$ cat src/rtl/al_const_capture_if.sv
// Auto-load constant capture bus: sequencer read strobes in, active-constant read port and load status out.
interface al_const_capture_if;
  logic        AL_START;
  logic        AL_ABORT;
  logic        RD_DATA_VLD;
  logic [5:0]  RD_IDX;
  logic [15:0] RD_DATA;
  logic [5:0]  HOST_IDX;
  logic [15:0] HOST_DATA;
  logic        CONST_VALID;
  logic        COMMIT;
  logic [4:0]  LOAD_STATUS;
  logic [15:0] CKSUM;
  logic [5:0]  WORD_CNT;

  modport master (
    output AL_START, AL_ABORT, RD_DATA_VLD, RD_IDX, RD_DATA, HOST_IDX,
    input  HOST_DATA, CONST_VALID, COMMIT, LOAD_STATUS, CKSUM, WORD_CNT
  );

  modport slave (
    input  AL_START, AL_ABORT, RD_DATA_VLD, RD_IDX, RD_DATA, HOST_IDX,
    output HOST_DATA, CONST_VALID, COMMIT, LOAD_STATUS, CKSUM, WORD_CNT
  );
endinterface

$ cat src/rtl/al_const_capture.sv
// Captures the last-parameter-block auto-load into a shadow file, verifies magic (and checksum when
// AL_CONST_CKSUM_EN is defined) and commits the whole set atomically to the active constant registers.
module al_const_capture #(
  parameter int          NWORDS = 34,
  parameter logic [15:0] MAGIC  = 16'hDCFE
) (
  input logic              CLK,
  input logic              RST,
  al_const_capture_if.slave bus
);
  localparam int DATA_W = 16;
  localparam int IDX_W  = 6;
  localparam logic [IDX_W-1:0] LAST_IDX = IDX_W'(NWORDS - 1);
  localparam logic [IDX_W-1:0] CNT_MAX  = IDX_W'(NWORDS);

  localparam logic [2:0] S_IDLE    = 3'd0;
  localparam logic [2:0] S_CAPTURE = 3'd1;
  localparam logic [2:0] S_CHECK   = 3'd2;
  localparam logic [2:0] S_COMMIT  = 3'd3;
  localparam logic [2:0] S_DONE    = 3'd4;
  localparam logic [2:0] S_ERR     = 3'd5;

  logic [2:0]        state;
  logic [DATA_W-1:0] shadow [NWORDS];
  logic [DATA_W-1:0] active [NWORDS];
  logic [DATA_W-1:0] cksum;
  logic [IDX_W-1:0]  word_cnt;
  logic              st_abort;
  logic              st_seq_err;
  logic              st_magic_err;
  logic              st_cksum_err;
  logic              st_done;
  logic              const_valid;
  logic              commit_p1;
  logic [DATA_W-1:0] host_data_p1;

  logic              magic_bad;
  logic              cksum_bad;
  logic              in_order;

  function automatic logic [DATA_W-1:0] wrap_add(input logic [DATA_W-1:0] a,
                                                 input logic [DATA_W-1:0] b);
    return a + b;
  endfunction

  function automatic logic [IDX_W-1:0] sat_inc(input logic [IDX_W-1:0] c);
    return (c >= CNT_MAX) ? CNT_MAX : c + IDX_W'(1);
  endfunction

  assign magic_bad = (shadow[0] != MAGIC);
  assign in_order  = (bus.RD_IDX == word_cnt);

`ifdef AL_CONST_CKSUM_EN
  // The last word is the two's complement of the others, so a clean load sums to zero.
  assign cksum_bad = (cksum != '0);
`else
  assign cksum_bad = 1'b0;
`endif

  always_ff @(posedge CLK or posedge RST) begin
    if (RST) begin
      state        <= S_IDLE;
      cksum        <= '0;
      word_cnt     <= '0;
      st_abort     <= 1'b0;
      st_seq_err   <= 1'b0;
      st_magic_err <= 1'b0;
      st_cksum_err <= 1'b0;
      st_done      <= 1'b0;
      const_valid  <= 1'b0;
      commit_p1    <= 1'b0;
      for (int i = 0; i < NWORDS; i++) begin
        shadow[i] <= '0;
        active[i] <= '0;
      end
    end else begin
      commit_p1 <= 1'b0;
      // A restart wins over everything, even a pending check or commit; a coincident strobe is lost.
      if (bus.AL_START) begin
        state        <= S_CAPTURE;
        cksum        <= '0;
        word_cnt     <= '0;
        st_abort     <= 1'b0;
        st_seq_err   <= 1'b0;
        st_magic_err <= 1'b0;
        st_cksum_err <= 1'b0;
        st_done      <= 1'b0;
      end else begin
        case (state)
          S_CAPTURE: begin
            if (bus.AL_ABORT) begin
              st_abort <= 1'b1;
              st_done  <= 1'b1;
              state    <= S_ERR;
            end else if (bus.RD_DATA_VLD) begin
              if (in_order) begin
                shadow[bus.RD_IDX] <= bus.RD_DATA;
                cksum              <= wrap_add(cksum, bus.RD_DATA);
                word_cnt           <= sat_inc(word_cnt);
                if (bus.RD_IDX == LAST_IDX) state <= S_CHECK;
              end else begin
                st_seq_err <= 1'b1;
                st_done    <= 1'b1;
                state      <= S_ERR;
              end
            end
          end
          S_CHECK: begin
            st_magic_err <= magic_bad;
            st_cksum_err <= cksum_bad;
            if (magic_bad || cksum_bad) begin
              st_done <= 1'b1;
              state   <= S_ERR;
            end else begin
              state <= S_COMMIT;
            end
          end
          // Whole shadow file moves in one edge so consumers never see a mixed set.
          S_COMMIT: begin
            for (int i = 0; i < NWORDS; i++) active[i] <= shadow[i];
            commit_p1   <= 1'b1;
            const_valid <= 1'b1;
            st_done     <= 1'b1;
            state       <= S_DONE;
          end
          default: ;
        endcase
      end
    end
  end

  // Registered host read port
  always_ff @(posedge CLK or posedge RST) begin
    if (RST) begin
      host_data_p1 <= '0;
    end else begin
      host_data_p1 <= (bus.HOST_IDX < CNT_MAX) ? active[bus.HOST_IDX] : '0;
    end
  end

  assign bus.HOST_DATA   = host_data_p1;
  assign bus.CONST_VALID = const_valid;
  assign bus.COMMIT      = commit_p1;
  assign bus.LOAD_STATUS = {st_abort, st_seq_err, st_magic_err, st_cksum_err, st_done};
  assign bus.CKSUM       = cksum;
  assign bus.WORD_CNT    = word_cnt;
endmodule

$ cat src/flat_wrapper.sv
// flat-port wrapper written by rule: the top's interface ports become plain ports
module al_const_capture_flat 
#(
  parameter int          NWORDS = 34,
  parameter logic [15:0] MAGIC  = 16'hDCFE
)
  (CLK, RST, bus_AL_START, bus_AL_ABORT, bus_RD_DATA_VLD, bus_RD_IDX, bus_RD_DATA, bus_HOST_IDX, bus_HOST_DATA, bus_CONST_VALID, bus_COMMIT, bus_LOAD_STATUS, bus_CKSUM, bus_WORD_CNT);
  al_const_capture_if bus_i ();
  input logic CLK;
  input logic RST;
  input wire logic [$bits(bus_i.AL_START)-1:0] bus_AL_START;
  input wire logic [$bits(bus_i.AL_ABORT)-1:0] bus_AL_ABORT;
  input wire logic [$bits(bus_i.RD_DATA_VLD)-1:0] bus_RD_DATA_VLD;
  input wire logic [$bits(bus_i.RD_IDX)-1:0] bus_RD_IDX;
  input wire logic [$bits(bus_i.RD_DATA)-1:0] bus_RD_DATA;
  input wire logic [$bits(bus_i.HOST_IDX)-1:0] bus_HOST_IDX;
  output wire logic [$bits(bus_i.HOST_DATA)-1:0] bus_HOST_DATA;
  output wire logic [$bits(bus_i.CONST_VALID)-1:0] bus_CONST_VALID;
  output wire logic [$bits(bus_i.COMMIT)-1:0] bus_COMMIT;
  output wire logic [$bits(bus_i.LOAD_STATUS)-1:0] bus_LOAD_STATUS;
  output wire logic [$bits(bus_i.CKSUM)-1:0] bus_CKSUM;
  output wire logic [$bits(bus_i.WORD_CNT)-1:0] bus_WORD_CNT;
  assign bus_i.AL_START = bus_AL_START;
  assign bus_i.AL_ABORT = bus_AL_ABORT;
  assign bus_i.RD_DATA_VLD = bus_RD_DATA_VLD;
  assign bus_i.RD_IDX = bus_RD_IDX;
  assign bus_i.RD_DATA = bus_RD_DATA;
  assign bus_i.HOST_IDX = bus_HOST_IDX;
  assign bus_HOST_DATA = bus_i.HOST_DATA;
  assign bus_CONST_VALID = bus_i.CONST_VALID;
  assign bus_COMMIT = bus_i.COMMIT;
  assign bus_LOAD_STATUS = bus_i.LOAD_STATUS;
  assign bus_CKSUM = bus_i.CKSUM;
  assign bus_WORD_CNT = bus_i.WORD_CNT;
  al_const_capture #(.NWORDS(NWORDS), .MAGIC(MAGIC)) u_core (.CLK(CLK), .RST(RST), .bus(bus_i));
endmodule
$ cat config.mk
export PLATFORM = sky130hd
export DESIGN_NAME = al_const_capture_flat
export DESIGN_NICKNAME = d
export VERILOG_FILES = /design/src/rtl/al_const_capture_if.sv /design/src/rtl/al_const_capture.sv /design/src/flat_wrapper.sv
export SDC_FILE = /design/constraint.sdc
export NUM_CORES = 2
export LEC_CHECK = 0
export BUFFER_PORTS_ARGS = -buffer_cell sky130_fd_sc_hd__buf_2
export CAP_MARGIN = 25
export CORE_MARGIN = 2
export CORE_UTILIZATION = 40
export CTS_BUF_LIST = sky130_fd_sc_hd__clkbuf_2 sky130_fd_sc_hd__clkbuf_4 sky130_fd_sc_hd__clkbuf_8
export DETAILED_ROUTE_END_ITERATION = 10
export GPL_TIMING_DRIVEN = 0
export PLACE_DENSITY = 0.65
export SLEW_MARGIN = 20
export SYNTH_ARGS = -nofsm -noshare
export SYNTH_HDL_FRONTEND = slang
export SYNTH_SLANG_ARGS = --single-unit
export TNS_END_PERCENT = 10
$ cat constraint.sdc
create_clock -name CLK -period 85.8 [get_ports CLK]
set_input_delay 8.58 -clock CLK [delete_from_list [all_inputs] [get_ports CLK]]
set_output_delay 8.58 -clock CLK [all_outputs]
set_load 0.05 [all_outputs]
Word level (Yosys, flattened, before mapping) --
Cells that the tools add are included.
Cells by class: shifts and indexed selects 0, eq/ne operators 12, reductions and logical operators 14, multipliers 0, mux-type cells 43, $lt $le $gt $ge 5, bitwise gates (word level) 4, add/subtract/negate cells 2, divide/modulo/power cells 0
Operators with widths (count):
- $bwmux W544 | 1
- $mux W16 | 9
- $bmux W16 S6 | 1
- $demux W16 S6 | 1
- $mux W6 | 6
- $mux W3 | 6
- $mux W1 | 17
- $add A16 B16 Y16 | 1
- $ne A16 B16 Y1 const B | 1
- $ge A7 B7 Y1 const B | 2
- $not A6 Y7 | 2
- $reduce_and A4 Y1 | 3
- $reduce_bool A2 Y1 | 5
- $pmux W3 S3 | 1
- $ne A4 B4 Y1 const B | 2
- $lt A7 B1 Y1 const B | 1
- $add A6 B1 Y6 const B | 1
- $eq A3 B2 Y1 const B | 2
- $eq A6 B6 Y1 | 1
- $eq A6 B6 Y1 const B | 1
- $ge A6 B6 Y1 const B | 1
- $lt A6 B6 Y1 const B | 1
- $ne A5 B5 Y1 const B | 1
- $reduce_and A5 Y1 | 1
- other kinds (9) | 12
Storage, ports and cells: word-level logic and storage cells 159, memories kept 0, memory bits (read-only) 0, bits of input ports 33, memory bits (writable) 0, register bits after elaboration 1136, latch bits 0, output and inout port bits 45

Logic depth before layout (Yosys ltp) --
word-level depth 7, depth in mapped cells 11

Worst setup path before layout --
No wires, ideal clock.
kind in2reg, start point in bus_RD_IDX[5], end point reg u_core.shadow[112] (netlist name), data required time 85.675 ns, buffers on the path 4, data arrival time 11.121 ns, stages on the path 10, slack 74.555 ns, cells stage by stage buf_2 xnor2_1 nand4_1 or3_1 clkbuf_1 or4b_1 buf_6 nor4b_4 buf_6 mux2_2
On the way: longest elaborated chain between the ends 6, elaborated cells between the ends (all ways) 9
RTL lines:
- start: declaration | line flat_wrapper.sv:14 | input wire logic [$bits(bus_i.RD_IDX)-1:0] bus_RD_IDX;
- $not A6 Y7 (implied by the code) | line al_const_capture.sv:97 | shadow[bus.RD_IDX] <= bus.RD_DATA;
- $ge A7 B7 Y1 (implied by the code) or $lt A7 B1 Y1 (tied branches) | line al_const_capture.sv:97
- $logic_and A1 B1 Y1 (implied by the code) | line al_const_capture.sv:97
- $mux W16 (implied by the code) | line al_const_capture.sv:97
- $demux W16 S6 | line al_const_capture.sv:97
- $bwmux W544 | line al_const_capture.sv:97
- end signal: indexed assignment | line al_const_capture.sv:97
- end: declaration | line al_const_capture.sv:24 | logic [DATA_W-1:0] shadow [NWORDS];
Parallel ways exist; a longest one is shown, timed or not. A chain may end at the register's enable or synchronous reset.

Worst setup path after layout --
start point in bus_HOST_IDX[0], end point reg u_core.host_data_p1[1] (netlist: u_core.bus.HOST_DATA[1])
On the way: longest elaborated chain between the ends 5, elaborated cells between the ends (all ways) 6
RTL lines:
- start: declaration | line flat_wrapper.sv:16 | input wire logic [$bits(bus_i.HOST_IDX)-1:0] bus_HOST_IDX;
- $not A6 Y7 (implied by the code) | line al_const_capture.sv:137 | host_data_p1 <= (bus.HOST_IDX < CNT_MAX) ? active[bus.HOST_IDX] : '0;
- $bmux W16 S6 | line al_const_capture.sv:137
- $mux W16 (implied by the code) (2 in series) | line al_const_capture.sv:137
- $mux W16 (*) | line al_const_capture.sv:137
- end signal: assignment | line al_const_capture.sv:137
- end: declaration | line al_const_capture.sv:35 | logic [DATA_W-1:0] host_data_p1;
Mark *: on every way between the ends. The rest lies on a longest branch, timed or not. The select of a mux whose other input is x is not followed.

==> impl_summary.txt <==
----------------------------------------------------
[Status]
  Status ... completed

[Detailed routing]
  Routed wirelength normalized by instance count ... 25.8 um
  Number of DRC markers after the initial detailed-route iteration ... between 1500 and 2000
  Detailed-route vias per instance ... between 5 and 6
  Count of unresolved DRC violations after routing ... 0
  Sum of routed wire length over all layers ... ~130000 um
  Number of routed nets with antenna violations ... 0
  Initial DRT Pass Iterations ... 7
  Via total after detailed routing ... between 20000 and 30000

[Setup path]
  Launch point of the critical path ... bus_HOST_IDX[0]
  Signal arrival time at the worst endpoint ... around 13000 ps
  Crit path max fanout ... 10
  Category of the worst setup path launch point ... input pin
  Launching point of the worst reg2reg path ... u_core.bus.WORD_CNT[3]
  Worst setup path category ... in -> reg
  Element type at the critical path end ... register
  Worst EP required ... 86570 ps

[Logic synthesis]
  Compound-gate portion of the synthesized area ... between 2 and 2.5%
  Area contributors post-synth ... sky130_fd_sc_hd__dfrtp_1, sky130_fd_sc_hd__mux2_2, sky130_fd_sc_hd__mux4_2
  Number of flops mapped to enable cells by yosys ... 0
  Adder-Cell Fraction of Synth Area ... 0.490%
  Synthesized area divided by synthesized cell count ... around 16 sq um
  Nets in the synthesized netlist ... 3060
  Simple logic cell fraction of the synthesized area ... 2.24%
  Post-synthesis register bit count ... around 1100
  Dominant cell type by area after synthesis ... sky130_fd_sc_hd__dfrtp_1
  Area fraction of the dominant cell type after synthesis ... about 60%
  Synth unique cells ... a little under 70
  Synth Instances ... roughly 3000
  Post-synthesis instance area ... approximately 48000 sq um
  Xor and xnor area share after synthesis ... 0.240%
  Top flip-flop cell by instance count after synthesis ... sky130_fd_sc_hd__dfrtp_1
  Portion of netlist area occupied by mux cells ... between 30% and 40%
  Seq/Total Area, Yosys ... 59.8%
  Dominant combinational cell family by area after synthesis ... multiplexers
  Yosys warnings ... 0
  Share of flip-flops with an asynchronous set or reset ... between 90% and 100%

[CTS]
  CTS buffer count ... 181
  Number of buffers on the longest clock path ... 3
  Clock Tree Root ... sky130_fd_sc_hd__clkbuf_8
  Sink Count ... ~1100
  Hold bufs inserted after CTS ... 0
  Number of buffers inserted by post-CTS setup repair ... 0
  CTS tree ... yes
  Latest clock arrival within the worst-skew pair ... between 800 and 900 ps
  Post-CTS sizing ... 0
  Clock-pin slew on the worst setup and hold paths ... roughly 60 ps
  CTS HTree Levels ... 4

[Pwr]
  Leakage component of the power ... around 27 nW
  Peak supply drop ... about 15 uV
  Areal power density over the cells ... ~20 nW/um^2

[Floorplanning]
  Row Count ... ~130
  Initial core utilization ... about 40%
  Top-level I/O count ... 78
  Core region area ... 118000 sq um
  Horiz. Die Dim ... 349 um
  Floorplan die height ... approximately 350 um
  Full die area ... ~120000 sq um

[GRT]
  First-pass GRT wire length ... approximately 190000 um
  Routing layer with the top usage in global route ... met2
  Final global-route overflow total ... 0
  Number of antenna violations at the first check in global routing ... 10
  Global routing usage on met3 ... 4.23%
  Met2 global-route usage ... 33.8%
  Number of global-route vias before repair ... roughly 28000
  Total GRT Usage ... 21.3%
  GR Layer Usage met1 ... just under 30%
  Pin count of the biggest net entering global routing ... around 110

[Layout]
  Number of filler cells placed in the layout ... about 10000
  Final design area excluding fillers ... 54000 sq um
  Number of nets in the layout ... ~3300
  Area Growth Syn to Fin ... 13.7%
  Share of post-route cells with drive strength above 1 ... 49.8%
  Post-Route Utilization ... between 40% and 50%

[STA]
  Setup TNS ... 0 ps
  Slew Viols, Final ... 0
  Setup violators final ... 0
  Slew @ Worst Pin ... ~1200 ps
  Fin crit period ... between 10000 and 15000 ps
  Highest clock frequency the design can meet ... ~82 MHz
  Largest clock skew in the final design ... 37.7 ps
  RSZ-0062 raised after global routing ... no
  Share of the clock period used by the worst path ... 14.2%
  Min setup slack post-route ... between 70000 and 80000 ps
  Final hold violations ... 0
  Headroom to the max-slew limit ... 20.6%

[Placement]
  Number of buffers inserted by port buffering ... 70
  Total cell area at the placement stage ... 50300 sq um
  Detailed placer's ending HPWL ... ~89000 um
  Gpl congestion ... about 0.86
  Setup Slack @ Placement ... about 73000 ps

[Worst hold path]
  Beginning of the worst hold path ... u_core.bus.CONST_VALID
  Classification of the worst-slack hold path ... reg -> reg

[Flow run]
  Max-cap violations ... 0

----------------------------------------------------
area by class of cell:
type,instances,area (sq um),area share (%)
antenna,2,5.00,0.00926
buffer,218,926,1.71
clock buffer,291,3540,6.55
clock inverter,24,206,0.382
inverter,15,63.8,0.118
multi-input combinational,1641,18200,33.6
sequential,1135,28400,52.5
tap,1536,1920,3.56
timing repair buffer,93,808,1.50
through the flow:
step	instances	power (mW)	hold slack [ps]
2_1_floorplan	3009	0.571	452
3_3_place_gp	4615	0.589	450
3_5_place_dp	4635	0.590	475
4_1_cts	4950	1.07	480
5_1_grt	4955	1.10	504
6_report	4955	1.06	479
state kept, by name, summed over array words and instances, names as in the netlist:
signal                  count
u_core.active             544
u_core.bus.CKSUM           16
u_core.bus.COMMIT           1
u_core.bus.CONST_VALID      1
u_core.bus.HOST_DATA       16
u_core.bus.WORD_CNT         6
u_core.shadow             544
u_core.st_abort             1
u_core.st_done              1
u_core.st_magic_err         1
u_core.st_seq_err           1
u_core.state                3
path summary, 6_finish.rpt:
check / to / slack (ps) / cells after the start
min in group asynchronous: u_core.active[524] / 7650 / 2
worst max register to register: u_core.shadow[117] / 81920 / 10
worst min-delay path: u_core.bus.CONST_VALID / 480 / 1
worst max-delay path: u_core.bus.HOST_DATA[1] / 73640 / 10
max in group asynchronous: u_core.shadow[244] / 76430 / 5
worst min register to register: u_core.bus.CONST_VALID / 480 / 1
layer usage:
| layer | routed length [um] | up-vias | share of wire, % |
|---|---|---|---|
| met5 | 35 | - | 0.027 |
| met4 | 3960 | 6 | 3.1 |
| met3 | 6490 | 196 | 5.1 |
| met2 | 60200 | 699 | 47 |
| met1 | 57300 | 14700 | 45 |
| li1 | - | 11600 | - |
power by group:
part | switching (mW) | total, mW | internal (mW)
Sequential | 0.000458 | 0.537 | 0.536
Combinational | 0.0336 | 0.0431 | 0.00951
Clock | 0.213 | 0.479 | 0.266
Total | 0.247 | 1.06 | 0.812
logic make-up (layout without fill, tap and decap cells):
family	count (synthesis)	in the layout
AO/OA/AOI/OAI	154	154
buffers and inverters	233	641
AND/OR/NAND/NOR	186	186
multiplexers	1269	1269
XOR/XNOR	13	13
adder cells (fa/ha/maj)	18	18
other	1	3
flip-flops	1135	1135
synthesized netlist by cell type (all sizes together) (2+ instances only):
cell     instances
o21bai           3
xnor2            9
a211oi          20
ha              17
o21a             5
nor3            16
nor4b            6
and2             9
nor2            32
or3              3
nand2b          13
o2111ai          3
nand2           55
nor3b            4
clkbuf         167
nand4b           2
mux4           133
nor2b           13
a21oi           26
mux2i           44
o211ai           3
or4              2
buf             51
nand4            8
mux2          1092
inv             14
dfrtp         1135
a22oi           22
o31ai            4
xor2             4
a21o            10
o22ai            9
o21ai           34
nand3           10
a31oi            3
nor4             7
worst max-delay path, cell delays in order:
cell and delay, ps:
sky130_fd_sc_hd__clkbuf_1 330, sky130_fd_sc_hd__buf_2 400, sky130_fd_sc_hd__buf_2 580, sky130_fd_sc_hd__clkbuf_1 570
sky130_fd_sc_hd__buf_1 840, sky130_fd_sc_hd__a211oi_1 290, sky130_fd_sc_hd__a211oi_1 680, sky130_fd_sc_hd__a22oi_1 140
sky130_fd_sc_hd__o21ai_0 260, sky130_fd_sc_hd__and2_1 230
cell usage in the layout (no fill, tap or decap), types with 10 or more instances in the layout:
| master | instances |
|---|---|
| sky130_fd_sc_hd__dfrtp_1 | 1135 |
| sky130_fd_sc_hd__mux2_2 | 1091 |
| sky130_fd_sc_hd__clkbuf_8 | 217 |
| sky130_fd_sc_hd__clkbuf_1 | 162 |
| sky130_fd_sc_hd__mux4_2 | 133 |
| sky130_fd_sc_hd__buf_2 | 102 |
| sky130_fd_sc_hd__clkbuf_4 | 74 |
| sky130_fd_sc_hd__nand2_1 | 48 |
| sky130_fd_sc_hd__mux2i_1 | 44 |
| sky130_fd_sc_hd__o21ai_0 | 34 |
| sky130_fd_sc_hd__nor2_1 | 30 |
| sky130_fd_sc_hd__a21oi_1 | 26 |
| sky130_fd_sc_hd__a22oi_1 | 22 |
| sky130_fd_sc_hd__a211oi_1 | 20 |
| sky130_fd_sc_hd__ha_1 | 17 |
| sky130_fd_sc_hd__nor3_1 | 14 |
| sky130_fd_sc_hd__inv_1 | 13 |
| sky130_fd_sc_hd__nand2b_1 | 13 |
| sky130_fd_sc_hd__nor2b_1 | 13 |
| sky130_fd_sc_hd__buf_16 | 13 |
| sky130_fd_sc_hd__clkinv_2 | 12 |
| sky130_fd_sc_hd__a21o_1 | 10 |
| sky130_fd_sc_hd__nand3_1 | 10 |
| sky130_fd_sc_hd__buf_4 | 10 |
| sky130_fd_sc_hd__buf_6 | 10 |
No activity file was read; power rests on OpenSTA's default activity.
